===== src/rtl/vecunit_cla_pkg.sv =====
// Shared carry-lookahead definitions for the vecunit lane: default geometry, group count helper
// and the stage-1 payload carried between generate/propagate formation and carry resolution.
package vecunit_cla_pkg;

    localparam int CLA_WIDTH = 32;
    localparam int CLA_GROUP = 4;

    function automatic int NGRP(input int width, input int group);
        return width / group;
    endfunction

    localparam int CLA_NGRP = NGRP(CLA_WIDTH, CLA_GROUP);

    // b_msb is the MSB of the effective (possibly inverted) B operand, not of b_i.
    typedef struct packed {
        logic [CLA_WIDTH-1:0] p;
        logic [CLA_WIDTH-1:0] g;
        logic [CLA_NGRP-1:0]  gg;
        logic [CLA_NGRP-1:0]  pg;
        logic                 c0;
        logic                 a_msb;
        logic                 b_msb;
    } s1_payload_t;

endpackage


===== src/rtl/cla_group_carry.sv =====
// Combinational group-carry resolver: turns per-group G'/P' and the carry-in into the
// carry entering every group, plus the carry out of the last group.
module cla_group_carry
    import vecunit_cla_pkg::*;
#(
    parameter int N_GRP = CLA_NGRP
) (
    input  logic [N_GRP-1:0] i_gg,
    input  logic [N_GRP-1:0] i_pg,
    input  logic             i_c0,
    output logic [N_GRP:0]   o_c
);

    always_comb begin
        o_c    = '0;
        o_c[0] = i_c0;
        for (int k = 0; k < N_GRP; k++) begin
            o_c[k+1] = i_gg[k] | (i_pg[k] & o_c[k]);
        end
    end

endmodule


===== src/rtl/gen_prop_unit.sv =====
// Per-group generate/propagate former: bit-level P/G plus the group-level G'/P' that feed
// the lookahead carry resolver.
module gen_prop_unit
    import vecunit_cla_pkg::*;
#(
    parameter int BITS = CLA_GROUP
) (
    input  logic [BITS-1:0] i_a,
    input  logic [BITS-1:0] i_b,
    output logic [BITS-1:0] o_p,
    output logic [BITS-1:0] o_g,
    output logic            o_gg,
    output logic            o_pg
);

    assign o_p = i_a ^ i_b;
    assign o_g = i_a & i_b;

    always_comb begin
        o_gg = o_g[0];
        o_pg = o_p[0];
        for (int i = 1; i < BITS; i++) begin
            o_gg = o_g[i] | (o_p[i] & o_gg);
            o_pg = o_pg & o_p[i];
        end
    end

endmodule


===== src/rtl/cla_pipe_adder.sv =====
// Two-stage pipelined carry-lookahead adder/subtractor for one vector lane, with valid/ready
// on both sides. Stage 1 forms P/G, stage 2 resolves carries and registers sum/cout/ovf.
module cla_pipe_adder
    import vecunit_cla_pkg::*;
#(
    parameter int WIDTH = CLA_WIDTH,
    parameter int GROUP = CLA_GROUP
) (
    input  logic             clk_i,
    input  logic             rst_i,
    input  logic             in_valid_i,
    output logic             in_ready_o,
    input  logic [WIDTH-1:0] a_i,
    input  logic [WIDTH-1:0] b_i,
    input  logic             cin_i,
    input  logic             sub_i,
    output logic             out_valid_o,
    input  logic             out_ready_i,
    output logic [WIDTH-1:0] sum_o,
    output logic             cout_o,
    output logic             ovf_o
);

    localparam int NG = NGRP(WIDTH, GROUP);

    logic [WIDTH-1:0] w_b_eff;
    logic [WIDTH-1:0] w_p;
    logic [WIDTH-1:0] w_g;
    logic [NG-1:0]    w_gg;
    logic [NG-1:0]    w_pg;
    logic             w_c0;
    logic             w_accept;
    logic             w_s2_adv;

    s1_payload_t      r_s1;
    logic             r_s1_valid;

    logic [NG:0]      w_gc;
    logic [WIDTH:0]   w_c;
    logic [WIDTH-1:0] w_sum;
    logic             w_ovf;

    logic             r_s2_valid;
    logic [WIDTH-1:0] r_sum;
    logic             r_cout;
    logic             r_ovf;

    // Stage 1 operand conditioning: subtraction is A + ~B + 1, so cin_i is ignored there.
    assign w_b_eff = sub_i ? ~b_i : b_i;
    assign w_c0    = sub_i | cin_i;

    for (genvar k = 0; k < NG; k++) begin : g_gp
        gen_prop_unit #(
            .BITS (GROUP)
        ) u_gen_prop (
            .i_a  (a_i[k*GROUP +: GROUP]),
            .i_b  (w_b_eff[k*GROUP +: GROUP]),
            .o_p  (w_p[k*GROUP +: GROUP]),
            .o_g  (w_g[k*GROUP +: GROUP]),
            .o_gg (w_gg[k]),
            .o_pg (w_pg[k])
        );
    end

    assign w_s2_adv   = r_s1_valid & (~r_s2_valid | out_ready_i);
    assign in_ready_o = ~r_s1_valid | w_s2_adv;
    assign w_accept   = in_valid_i & in_ready_o;

    // Payload only matters while r_s1_valid is set, so it needs no reset.
    always_ff @(posedge clk_i) begin
        if (w_accept) begin
            r_s1.p     <= w_p;
            r_s1.g     <= w_g;
            r_s1.gg    <= w_gg;
            r_s1.pg    <= w_pg;
            r_s1.c0    <= w_c0;
            r_s1.a_msb <= a_i[WIDTH-1];
            r_s1.b_msb <= w_b_eff[WIDTH-1];
        end
    end

    cla_group_carry #(
        .N_GRP (NG)
    ) u_group_carry (
        .i_gg (r_s1.gg),
        .i_pg (r_s1.pg),
        .i_c0 (r_s1.c0),
        .o_c  (w_gc)
    );

    // Group boundaries take the lookahead carry; only bits inside a group ripple.
    always_comb begin
        w_c = '0;
        for (int k = 0; k < NG; k++) begin
            w_c[k*GROUP] = w_gc[k];
            for (int j = 0; j < GROUP - 1; j++) begin
                w_c[k*GROUP+j+1] = r_s1.g[k*GROUP+j] | (r_s1.p[k*GROUP+j] & w_c[k*GROUP+j]);
            end
        end
        w_c[WIDTH] = w_gc[NG];
    end

    assign w_sum = r_s1.p ^ w_c[WIDTH-1:0];

    // Same-sign operands with a sum of the other sign; equal to carry-in-MSB ^ carry-out.
    assign w_ovf = ~(r_s1.a_msb ^ r_s1.b_msb) & (r_s1.a_msb ^ w_sum[WIDTH-1]);

    always_ff @(posedge clk_i) begin
        if (rst_i) begin
            r_s1_valid <= 1'b0;
            r_s2_valid <= 1'b0;
            r_sum      <= '0;
            r_cout     <= 1'b0;
            r_ovf      <= 1'b0;
        end else begin
            if (w_accept) begin
                r_s1_valid <= 1'b1;
            end else if (w_s2_adv) begin
                r_s1_valid <= 1'b0;
            end

            if (w_s2_adv) begin
                r_s2_valid <= 1'b1;
                r_sum      <= w_sum;
                r_cout     <= w_c[WIDTH];
                r_ovf      <= w_ovf;
            end else if (out_ready_i) begin
                r_s2_valid <= 1'b0;
            end
        end
    end

    assign out_valid_o = r_s2_valid;
    assign sum_o       = r_sum;
    assign cout_o      = r_cout;
    assign ovf_o       = r_ovf;

endmodule


===== config.mk =====
export PLATFORM = sky130hd
export DESIGN_NAME = cla_pipe_adder
export DESIGN_NICKNAME = d
export VERILOG_FILES = /design/src/rtl/vecunit_cla_pkg.sv /design/src/rtl/cla_group_carry.sv /design/src/rtl/gen_prop_unit.sv /design/src/rtl/cla_pipe_adder.sv
export SDC_FILE = /design/constraint.sdc
export NUM_CORES = 1
export LEC_CHECK = 0
export CAP_MARGIN = 20
export CELL_PAD_IN_SITES_DETAIL_PLACEMENT = 0
export CELL_PAD_IN_SITES_GLOBAL_PLACEMENT = 1
export CORE_MARGIN = 2
export CORE_UTILIZATION = 44
export DETAILED_ROUTE_END_ITERATION = 6
export HOLD_SLACK_MARGIN = 0.1
export PLACE_DENSITY = 0.82
export SLEW_MARGIN = 30
export SYNTH_ARGS = -nofsm -noshare
export SYNTH_HDL_FRONTEND = slang
export SYNTH_HIERARCHICAL = 1
export SYNTH_SLANG_ARGS = --single-unit

===== constraint.sdc =====
create_clock -name clk_i -period 8.37 [get_ports clk_i]
set_clock_uncertainty 0.1 [all_clocks]
set_input_delay 1.2555 -clock clk_i [delete_from_list [all_inputs] [get_ports clk_i]]
set_output_delay 1.2555 -clock clk_i [all_outputs]
set_load 0.05 [all_outputs]

# Word-level counts from Yosys, hierarchy flattened
# Cells that the tools add are included.
[word_totals]
regBits = 118
input_bits = 70
out_inout_bits = 36
elab_cells = 184
[op_classes]
muxes = 5
bitwise_logic = 165
reduce_logical = 2
[op_table]
columns = ["operator", "count"]
rows = [
  ["AND 1 bit", 83],
  ["bitwise OR 1 bit", 59],
  ["AND 4 bit", 8],
  ["2-to-1 mux 32 bit", 1],
  ["NOT 32 bit", 1],
  ["bitwise XOR 32 bit", 1],
  ["bitwise XOR 4 bit", 8],
  ["2-to-1 mux 1 bit", 4],
  ["nonzero test 2 bit", 2],
  ["NOT 1 bit", 3],
  ["bitwise XOR 1 bit", 2],
]

# Longest topological paths before layout
[depth]
depth_word = 23
mapped_depth = 12
mapped_depth_nobuf = 12

# Hierarchy
# The synthesis kept the hierarchy.
[by_module_without_submodules]
columns = ["module", "n_inst", "cells_each", "area_each_um2", "seq_area_each_um2"]
rows = [
  ["cla_pipe_adder", 1, 337, 4450.5, 2972.9],
  ["gen_prop_unit", 8, 10, 76.3, 0.0],
  ["cla_group_carry", 1, 16, 118.9, 0.0],
]

# Least setup slack after synthesis
# OpenSTA, ideal clock, no wires.
[synth_timing]
path_type = "input -> register"
from = "input out_ready_i"
to = "register r_s1[0] (netlist name) (enable)"
setup_ns = 0.441
arrival_ns = 3.636
t_required_ns = 7.829
path_slack_ns = 4.193
stages = 4
path_buffers = 1
path_cell_list = "nor2b_1 -> clkbuf_2 -> nand2_1 -> and2_1"
[synth_via]
elab_chain_cells = 4
[synth_lines]
columns = ["element", "line_no", "source"]
rows = [
  ["from (decl)", "cla_pipe_adder.sv:18", "input logic out_ready_i,"],
  ["bitwise OR 1 bit", "cla_pipe_adder.sv:65", "assign w_s2_adv = r_s1_valid & (~r_s2_valid | out_ready_i);"],
  ["AND 1 bit", "cla_pipe_adder.sv:65", ""],
  ["bitwise OR 1 bit", "cla_pipe_adder.sv:66", "assign in_ready_o = ~r_s1_valid | w_s2_adv;"],
  ["net in_ready_o", "cla_pipe_adder.sv:12", "output logic in_ready_o,"],
  ["AND 1 bit", "cla_pipe_adder.sv:67", "assign w_accept = in_valid_i & in_ready_o;"],
  ["net w_accept", "cla_pipe_adder.sv:32", "logic w_accept;"],
  ["to (decl)", "cla_pipe_adder.sv:35", "s1_payload_t r_s1;"],
]
# The timed path passes the listed nets, and every way through them passes these cells.
# A chain may end at the register's enable or synchronous reset.

# Worst setup path in the final report
[layout_timing]
from = "input out_ready_i"
to = "output in_ready_o"
[layout_via]
elab_chain_cells = 3
[layout_lines]
columns = ["element", "line_no"]
rows = [
  ["bitwise OR 1 bit", "cla_pipe_adder.sv:65"],
  ["AND 1 bit", "cla_pipe_adder.sv:65"],
  ["bitwise OR 1 bit", "cla_pipe_adder.sv:66"],
  ["to (decl)", "cla_pipe_adder.sv:12"],
]
# Every way passes these cells.

==> impl_metrics.json <==
{
  "fillers": 955,
  "antenna_cells": 0,
  "layout_common_cells": "clkdlybuf4s50_1 (104), edfxtp_1 (75), ha_1 (56)",
  "max_cap_viol_count": 0,
  "crit_chain": "clkdlybuf4s50_1 > nor2b_2 > buf_4 > nand2_1 > clkdlybuf4s50_1",
  "placed_cells": 661,
  "numPortBuffers": 105,
  "start_util": 0.4517,
  "ys_ff_latch": 111,
  "numCtsBuffers": 9,
  "core-area_um2": 11470,
  "final_util": 0.5805,
  "synth_fp_nets": 559,
  "power_w": 0.001360,
  "grt_start_max_net_pins": 76,
  "final.setup.tns_ps": 0,
  "slowest_stage": "clkdlybuf4s50_1",
  "syn-cell-area_um2": 5180,
  "htree_num_levels": 3,
  "relSlewSlack": 0.4498,
  "slowest_delay_ps": 810,
  "ant_nets": 0,
  "postSynth.asyncResetShare": 0,
  "synth-edff-count": 75,
  "ios": 106,
  "grt_antenna_before_repair": 0,
  "wl_per_cell_um": 14.83,
  "worstPathArrival_ps": 2970,
  "drc": 0,
  "avgSynthCellArea_um2": 11.96,
  "mostFrequentLayoutCell": "clkdlybuf4s50_1",
  "seq_area_frac_synth": 0.5739,
  "dp_hpwl_mm": 6.971,
  "start_kind": "input pin",
  "period_share": 0.5165,
  "ys.warnings.count": 6,
  "area_growth_pct": 28.50,
  "track_usage": 0.1603,
  "crit_type": "in2out",
  "synth_ff_type": "edfxtp_1",
  "path_common_cell": "clkdlybuf4s50_1",
  "die_area_um2": 12660,
  "hold_viol": 0,
  "cts.sinks": 111,
  "final_layout_size_suffix_gt1_frac": 0.08785,
  "holdWs_ps": 379.6,
  "worst_pin_slew_ps": 820.3,
  "cts_root_buffer": "clkbuf_16",
  "clkLatencyLatePin_ps": 340,
  "rows": 39,
  "firstDrtPassIters": 4,
  "period_needed_ps": 4323,
  "gr-total-overflow": 0,
  "synth_cell_types": 29,
  "num_vias": 3511,
  "grt_pass1_vias": 3401,
  "cts_max_path_buffers": 2,
  "hold_path_class": "reg2reg",
  "first_iter_violations": 149,
  "cts_resized": 0,
  "nNetsFinal": 656,
  "gp_congestion": 0.7643,
  "syn_inst": 433,
  "status": "complete, no violations",
  "cts.hold.buffers_added": 0,
  "cts_tree": "built",
  "power_leakage_nw": 2.534,
  "crit_fanout": 36,
  "p_per_area_nw_per_um2": 204.3,
  "clk_pin_slew_ps": 70,
  "cp.required_ps": 7010,
  "grt_pass1_wl_mm": 16.19,
  "irDropWorstVdd_v": 0.00009891,
  "finalWirelength_mm": 10.06,
  "post-cts-setup-buffers": 0,
  "cp-end-kind": "output pin",
  "die_x_um": 112.5,
  "r2r_slack_ps": 5080,
  "slew_violations": 0,
  "fmaxAchievable_ghz": 0.2313,
  "final_cells": 678,
  "rsz0062_at_grt": "false",
  "die_height_um": 112.5,
  "vias_per_cell": 5.178,
  "setup_viol": 0
}
## worst max-delay path: cells and delay by family
family / cells / cell delay, ps
buf+inv: 3 / 1520
simple gates: 2 / 170
## final timing paths
path	from	endpoint	depth (start not counted)
worst max-delay path	out_ready_i	in_ready_o	5
worst min register to register	sum_o[1]	sum_o[1]	2
worst max register to register	r_s1[5]	ovf_o	12
worst min-delay path	sum_o[1]	sum_o[1]	2
## cells in the mapped netlist, drive strengths merged, types with 8 or more instances
cell	instances	area (um2)
or2	17	106.4
nor2	12	45.04
xor2	32	280.3
or3	8	55.05
edfxtp	75	2252
a21o	8	62.56
nand3	26	130.1
nand4	9	56.30
ha	56	700.7
nand2	19	71.32
clkbuf	10	42.54
buf	14	71.32
a21oi	53	269.0
o21ai	50	250.2
dfxtp	36	720.7
## cell type report
| class | count | area (um2) | share of cell area |
|---|---|---|---|
| clock inverter | 6 | 68.82 | 0.01034 |
| clock buffer | 10 | 239.0 | 0.03590 |
| inverter | 2 | 7.507 | 0.001128 |
| sequential | 111 | 2973 | 0.4466 |
| tap | 143 | 178.9 | 0.02688 |
| multi-input combinational | 296 | 2091 | 0.3141 |
| timing repair buffer | 110 | 1099 | 0.1650 |
## power by group
part | internal [W] | total [W] | switching, W
registers | 0.000644 | 0.000664 | 0.0000193
logic | 0.000117 | 0.000267 | 0.000150
clock network | 0.000242 | 0.000429 | 0.000187
## through the flow
step / setup slack (ps) / instance area, um2
2_1_floorplan: 4193 / 5180
3_3_place_gp: 4064 / 6326
3_5_place_dp: 4060 / 6326
5_1_grt: 3954 / 6656
6_report: 4047 / 6656
4_1_cts: 4047 / 6634
## routing by layer
layer,routed length (um),vias to the layer above,track usage
met3,397,14,0.02538
li1,-,1787,-
met5,0,-,0
met2,4865,79,0.2715
met1,4624,1631,0.2105
met4,169,0,0.05528
## state kept, by name, summed over array words and instances (netlist names)
name,count
out_valid_o,1
cout_o,1
r_s1,75
ovf_o,1
r_s1_valid,1
sum_o,32
## kinds of logic (layout without fill, tap and decap cells)
group                      Yosys count  after routing  synth area share
adders and majority gates           56             56            0.1353
and+or+nand+nor                     94             94           0.09324
buffers and inverters               26            128           0.02343
DFF                                111            111            0.5739
xor gates and xnor gates            32             32           0.05411
AOI/OAI and AO/OA                  114            114            0.1200
Power figures use the tool's default switching activity.
